<file path="src/rtl/ula_sequencer.sv">
// Multi-cycle control FSM for the ULA datapath: fetch, decode, register read, execute, writeback.
// Every output is a flop loaded from its next-cycle value, so strobes line up with the state they belong to.
module ula_sequencer #(
    parameter int unsigned PC_W     = 8,
    parameter int unsigned PROG_LEN = 256
) (
    input  logic            clk,
    input  logic            rst_n,
    input  logic            run,
    input  logic            step,
    output logic [PC_W-1:0] imem_addr,
    output logic            imem_en,
    input  logic [15:0]     imem_data,
    output logic            rf_rd,
    output logic            rf_wr,
    output logic [3:0]      rf_wr_addr,
    output logic [3:0]      rf_rd_addr_a,
    output logic [3:0]      rf_rd_addr_b,
    output logic [3:0]      alu_op,
    output logic            alu_use_imm,
    output logic [3:0]      alu_imm,
    output logic            alu_latch,
    output logic [PC_W-1:0] pc,
    output logic [2:0]      state,
    output logic            busy,
    output logic            halted,
    output logic            illegal,
    output logic [15:0]     instr_count
);

    localparam int unsigned CNT_W  = 16;
    localparam logic [3:0]  OP_HALT = 4'hF;

    typedef enum logic [2:0] {
        S_IDLE   = 3'd0,
        S_FETCH  = 3'd1,
        S_DECODE = 3'd2,
        S_READ   = 3'd3,
        S_EXEC   = 3'd4,
        S_WB     = 3'd5,
        S_HALT   = 3'd6
    } state_t;

    function automatic logic is_imm(input logic [3:0] op);
        return (op == 4'h3) || (op >= 4'h6 && op <= 4'hA);
    endfunction

    function automatic logic is_alu(input logic [3:0] op);
        return op <= 4'hA;
    endfunction

    function automatic logic is_illegal(input logic [3:0] op);
        return (op >= 4'hB) && (op <= 4'hE);
    endfunction

    state_t             state_q, state_d;
    logic [PC_W-1:0]    pc_q, pc_d;
    logic [CNT_W-1:0]   count_q, count_d;
    logic               halted_q, halted_d, illegal_q, illegal_d;
    logic               imem_en_d, rf_rd_d, rf_wr_d, latch_d, busy_d;
    logic [3:0]         wr_addr_q, wr_addr_d, rd_a_q, rd_a_d, rd_b_q, rd_b_d;
    logic [3:0]         op_q, op_d, imm_q, imm_d;
    logic               use_imm_q, use_imm_d;

    // Next-state and next-output logic
    always_comb begin
        state_d   = state_q;
        pc_d      = pc_q;
        count_d   = count_q;
        halted_d  = halted_q;
        illegal_d = illegal_q;
        wr_addr_d = wr_addr_q;
        rd_a_d    = rd_a_q;
        rd_b_d    = rd_b_q;
        op_d      = op_q;
        imm_d     = imm_q;
        use_imm_d = use_imm_q;

        case (state_q)
            S_IDLE:   if (run || step) state_d = S_FETCH;
            S_FETCH:  state_d = S_DECODE;
            S_DECODE: begin
                // Word is MSB-first: opcode, dest, srcA/imm, srcB
                state_d   = S_READ;
                op_d      = imem_data[15:12];
                wr_addr_d = imem_data[11:8];
                rd_b_d    = imem_data[3:0];
                use_imm_d = is_imm(imem_data[15:12]);
                imm_d     = is_imm(imem_data[15:12]) ? imem_data[7:4] : 4'h0;
                rd_a_d    = is_imm(imem_data[15:12]) ? 4'h0 : imem_data[7:4];
            end
            S_READ:   state_d = S_EXEC;
            S_EXEC:   state_d = S_WB;
            S_WB: begin
                count_d = count_q + CNT_W'(1);
                if (op_q == OP_HALT) begin
                    halted_d = 1'b1;
                    state_d  = S_HALT;
                end else begin
                    pc_d    = (pc_q == PC_W'(PROG_LEN - 1)) ? '0 : pc_q + PC_W'(1);
                    state_d = run ? S_FETCH : S_IDLE;
                    if (is_illegal(op_q)) illegal_d = 1'b1;
                end
            end
            S_HALT:   state_d = S_HALT;
            default:  state_d = S_IDLE;
        endcase

        imem_en_d = (state_d == S_FETCH);
        rf_rd_d   = (state_d == S_READ);
        latch_d   = (state_d == S_EXEC);
        rf_wr_d   = (state_d == S_WB) && is_alu(op_d);
        busy_d    = (state_d >= S_FETCH) && (state_d <= S_WB);
    end

    // State and output registers
    always_ff @(posedge clk) begin
        if (!rst_n) begin
            state_q     <= S_IDLE;
            pc_q        <= '0;
            count_q     <= '0;
            halted_q    <= 1'b0;
            illegal_q   <= 1'b0;
            wr_addr_q   <= '0;
            rd_a_q      <= '0;
            rd_b_q      <= '0;
            op_q        <= '0;
            imm_q       <= '0;
            use_imm_q   <= 1'b0;
            imem_en     <= 1'b0;
            imem_addr   <= '0;
            rf_rd       <= 1'b0;
            rf_wr       <= 1'b0;
            alu_latch   <= 1'b0;
            busy        <= 1'b0;
        end else begin
            state_q     <= state_d;
            pc_q        <= pc_d;
            count_q     <= count_d;
            halted_q    <= halted_d;
            illegal_q   <= illegal_d;
            wr_addr_q   <= wr_addr_d;
            rd_a_q      <= rd_a_d;
            rd_b_q      <= rd_b_d;
            op_q        <= op_d;
            imm_q       <= imm_d;
            use_imm_q   <= use_imm_d;
            imem_en     <= imem_en_d;
            imem_addr   <= pc_d;
            rf_rd       <= rf_rd_d;
            rf_wr       <= rf_wr_d;
            alu_latch   <= latch_d;
            busy        <= busy_d;
        end
    end

    assign state        = state_q;
    assign pc           = pc_q;
    assign instr_count  = count_q;
    assign halted       = halted_q;
    assign illegal      = illegal_q;
    assign rf_wr_addr   = wr_addr_q;
    assign rf_rd_addr_a = rd_a_q;
    assign rf_rd_addr_b = rd_b_q;
    assign alu_op       = op_q;
    assign alu_imm      = imm_q;
    assign alu_use_imm  = use_imm_q;

endmodule

</file>
<file path="config.mk">
export PLATFORM = sky130hd
export DESIGN_NAME = ula_sequencer
export DESIGN_NICKNAME = d
export VERILOG_FILES = /design/src/rtl/ula_sequencer.sv
export SDC_FILE = /design/constraint.sdc
export NUM_CORES = 1
export LEC_CHECK = 0
export BUFFER_PORTS_ARGS = -buffer_cell sky130_fd_sc_hd__buf_2
export CORE_UTILIZATION = 30
export CTS_CLUSTER_DIAMETER = 100
export CTS_CLUSTER_SIZE = 20
export DETAILED_ROUTE_END_ITERATION = 6
export PLACE_DENSITY = 0.59
export SYNTH_ARGS = -nofsm -noshare
export SYNTH_HDL_FRONTEND = slang
export SYNTH_SLANG_ARGS = --single-unit
</file>
<file path="constraint.sdc">
create_clock -name clk -period 3.5 [get_ports clk]
set_input_delay 0.175 -clock clk [delete_from_list [all_inputs] [get_ports clk]]
set_output_delay 0.175 -clock clk [all_outputs]
set_load 0.05 [all_outputs]
</file>
; Yosys cells after proc, flatten, opt, wreduce, memory -nomap -nowiden
; Index checks and enable logic that the tools add are counted.
[word_totals]
elab_cells = 57
input_bits = 20
register_bits = 55
[op_classes]
n_eq_ne = 13
n_addsub = 2
bitwise_logic = 1
magnitude_cmp = 7
muxes = 8
reduce_logical = 10
[op_table]
columns = cell, n
row1 = one-hot mux 3 bit (7 select lines), 1
row2 = "adder 16 x 1 -> 16 bit, second input constant", 1
row3 = "equality test 3 bit, second input constant", 5
row4 = "less-or-equal comparator 4 bit, second input constant", 3
row5 = 2-to-1 mux 4 bit, 3
row6 = "equality test 3 x 2 -> 1 bit, second input constant", 3
row7 = "adder 8 x 1 -> 8 bit, second input constant", 1
row8 = "equality test 8 bit, second input constant", 1
row9 = 2-to-1 mux 8 bit, 1
row10 = "equality test 3 x 1 -> 1 bit, second input constant", 2
row11 = 2-to-1 mux 3 bit, 2
row12 = "equality test 4 x 2 -> 1 bit, second input constant", 1
row13 = "equality test 4 bit, second input constant", 1
row14 = ">= comparator 4 x 3 -> 1 bit, second input constant", 1
row15 = ">= comparator 4 bit, second input constant", 1
row16 = logical AND 1 bit, 4
row17 = AND reduction 2 bit, 2
row18 = ">= comparator 3 x 1 -> 1 bit, second input constant", 1
row19 = "less-or-equal comparator 3 bit, second input constant", 1
row20 = zero test 3 bit, 1
row21 = AND reduction 3 bit, 1
row22 = logical OR 1 bit, 2
row23 = 2-to-1 mux 1 bit, 1
row24 = NOT 1 bit, 1

; Depth between registers and ports, before layout
[logic_depth]
word_depth = 5
ltp_mapped = 6

; Worst setup path before layout
; OpenSTA, ideal clock, no wires.
[synth_timing]
path_kind = register -> register
from = register count_q[0] (netlist: instr_count[0])
to = register count_q[14] (netlist: instr_count[14])
n_path_buf = 0
arrival_ps = 2008
setup_time_ps = 70
stages_incl_launch_ff = 6
slack_ps = 1422
period_less_slack_ps = 2078
path_cell_list = dfxtp_1 > ha_1 > nand4b_2 > or2_1 > or4_1 > a21oi_1
[synth_between]
elab_chain_len = 1
[synth_lines]
columns = element, line
row1 = from (decl), 58  ; logic [CNT_W-1:0] count_q, count_d;
row2 = from (signal assigned), 139  ; count_q <= count_d;
row3 = adder 16 x 1 -> 16 bit, 95  ; count_d = count_q + CNT_W'(1);
; Every way passes these cells.
; A chain may end at the register's enable or synchronous reset.

; Worst setup path after layout
[layout_timing]
from = register state_q[2] (netlist: state[2])
to = register count_q[15] (netlist: instr_count[15])
[layout_between]
elab_chain_len = 1
[layout_lines]
columns = element, line
row1 = from (decl), 56  ; state_t state_q, state_d;
row2 = from (signal assigned), 137  ; state_q <= state_d;
row3 = equality test 3 bit, 79  ; case (state_q)
; Every way passes these cells.

==> summary.txt <==
Placed design
  – Detailed-placement wirelength estimate: 3930 µm
  – Placed insts: 437
  – Routability Congestion: 0.808
  – Cell Area, Placed: 0.00275 mm²
  – Worst slack, placed: 1270 ps
  – Port Buffers: 82

Critical path
  – CP cell instances: and3b_1 > nand3_1 > or4_1 > a21oi_1
  – Setup CP Type: flip-flop to flip-flop
  – Worst Path Arrival: 2500 ps
  – Reg2Reg Setup Slack: 1240 ps
  – CP Launch Type: flip-flop
  – WP data required: 3740 ps
  – CP endpoint kind: flip-flop
  – CP max FO: 17
  – Slowest-stage cell, CP: and3b_1
  – Worst reg2reg path depth: 4
  – Critical path's largest stage delay: 630 ps

Synth
  – Yosys warns: 0
  – Cell taking the most area after synthesis: dfxtp_1
  – Mean area per synthesized cell: 8.40 µm²
  – Post-synth design cell area: 0.00232 mm²
  – Area share of the largest cell type after synthesis: 47.5%
  – Post-Synth Adder-Cell Area: 1.08%
  – Async S/R FF share, synth: 0%
  – Synth top area cells: dfxtp_1 (47%), nand2_1 (8.4%), a21oi_1 (6.5%), xor2_1 (4.5%), nor2_1 (3.7%)
  – EDFF count, synth: 0
  – Post-synthesis register bit count: 55
  – Post-Synth XOR/XNOR Area: 6.42%
  – Mux contribution to synthesized area: 0.431%
  – Mapped Cells: 276
  – Simple-gate area share of the yosys netlist: 26.3%
  – Syn_nets: 298
  – Synth Area in Compound Gates: 12.7%
  – Largest family of logic cells by synthesized area: simple AND/OR/NAND/NOR gates
  – Dominant synthesized flop cell: dfxtp_1
  – Fraction of the yosys area taken by sequential cells: 47.5%
  – Library cells used by synthesis: 39

Clocking
  – # clock sinks: 55
  – Post-CTS Resized: 0
  – CTS clk-pin slew, worst paths: 100 ps
  – CTS tree: built
  – Post-CTS Hold Buffers: 0
  – Root Buffer: clkbuf_8
  – Clock buffer depth: 2
  – Latest clock arrival within the worst-skew pair: 300 ps
  – # Post-CTS Setup Buffers: 0
  – CTS Buf Count: 5
  – CTS H-Tree Depth: 2

Timing
  – Final WS setup: 1240 ps
  – Slew HR: 51.7%
  – Slew @ Worst Pin: 724 ps
  – Hold Vio Cnt, Final: 0
  – Fmax: 0.442 GHz
  – Final worst-path cycle share: 64.6%
  – Final Hold Slack: 98.1 ps
  – Clock skew: 5.84 ps
  – RSZ-0062 raised after global routing: false
  – Setup TNS: 0 ps
  – Max-slew violations: 0
  – # setup viols final: 0
  – Tmin final: 2260 ps

Die
  – # IOs: 83
  – Starting Density: 31.5%
  – FP Rows: 31
  – Die X: 89.9 µm
  – Core area: 0.00737 mm²
  – DIE HEIGHT: 89.9 µm
  – Area of the die: 0.00809 mm²

Drt
  – DR vias: 2120
  – DRT Wirelength: 5410 µm
  – # DRC: 0
  – DRT antenna net count: 0
  – DRT Pass-1 Iters: 4
  – Drt via density: 4.76
  – WL per Instance: 12.1 µm
  – DRT iter0 DRCs: 68

Power and ir drop
  – Leakage: 1.26 nW
  – PwrDens: 438 mW/mm²
  – VDD IR max: 0.224 mV
  – Total Power: 1.25 mW

Cells and area
  – Multi-input combinational cell area: 0.00109 mm²
  – Post-route cell area: 0.00285 mm²
  – Fillers: 788
  – # nets final: 367
  – Layout cells sized above 1: 27.2%
  – Most frequent cells in the layout: buf_2 (82), dfxtp_1 (55), nand2_1 (52), a21oi_1 (30), nor2_1 (23)
  – Diode count: 0
  – Most common cell after layout, fill and taps aside: buf_2
  – Layout Cells excl Fill: 445
  – Final core utilization: 38.6%
  – Reg area: 0.00110 mm²
  – Area Overhead vs Synth: 22.7%

Global route
  – Grt total ovfl: 0
  – Overall routing resource usage: 13.7%
  – Initial antenna violation count: 0
  – Vias in the first global route: 1897
  – Largest net degree at the start of global routing: 30
  – Global-route wire length before repair: 9000 µm

Outcome
  – Status: finished, final reports clean

Flow run
  – Total of max-cap violations: 0

Min path
  – Worst hold stages: 3
  – Hold crit path type: input port to flip-flop
critical path, delay by kind of cell, from the launching register on:
family / cells / cell delay [ps]
flip-flops: 1 / 610
AO/OA/AOI/OAI: 1 / 140
AND/OR/NAND/NOR: 3 / 1460
cell type report:
class | instances | area share (%)
multi-input cells | 197 | 38.2
inverters | 2 | 0.264
flip-flops and latches | 55 | 38.7
repair buffers | 84 | 14.9
well taps | 99 | 4.35
clock buffers | 8 | 3.52
where the power goes:
| part | internal, mW | switching [mW] |
|---|---|---|
| Sequential | 0.648 | 0.0204 |
| Clock | 0.181 | 0.201 |
| Combinational | 0.0512 | 0.144 |
cell families (layout without fill, tap and decap cells):
logic type | count (synthesis) | after routing
adder cells (fa/ha/maj) | 2 | 2
flip-flops | 55 | 55
AND/OR/NAND/NOR | 127 | 127
XOR/XNOR | 17 | 17
buffers and inverters | 24 | 94
multiplexers | 1 | 1
AO/OA/AOI/OAI | 50 | 50
path summary, 6_finish.rpt:
path / from / endpoint
worst min register to register: alu_imm[2] / alu_imm[2]
worst max register to register: state[2] / instr_count[15]
worst max-delay path: state[2] / instr_count[15]
worst min-delay path: imem_data[0] / rf_rd_addr_b[0]
per-layer routing:
| metal | vias up | share of wire (%) | GRT usage [%] | routed length [µm] |
|---|---|---|---|---|
| met5 | - | 0 | 0 | 0 |
| met4 | 0 | 1.1 | 4.44 | 58 |
| met3 | 5 | 6.3 | 4.40 | 340 |
| met2 | 60 | 47 | 22.8 | 2550 |
| met1 | 974 | 45 | 16.8 | 2460 |
| li1 | 1081 | - | - | - |
flip-flops by register name, indices dropped and copies added, names as in the netlist:
register / count
rf_wr_addr: 4
instr_count: 16
state: 3
alu_op: 4
busy: 1
rf_rd: 1
alu_imm: 4
pc: 8
rf_wr: 1
halted: 1
alu_latch: 1
alu_use_imm: 1
imem_en: 1
illegal: 1
rf_rd_addr_b: 4
rf_rd_addr_a: 4
cells in the mapped netlist (3+ instances only):
cell,n
a21oi_1,30
and3_1,4
buf_2,5
buf_4,9
clkbuf_1,8
dfxtp_1,55
nand2_1,52
nand3_1,9
nand4_1,13
nor2_1,23
nor3_1,5
o21ai_0,6
o31ai_1,3
or3_1,3
or4_1,3
xnor2_1,5
xor2_1,12
(Power assumes the default switching activity.)
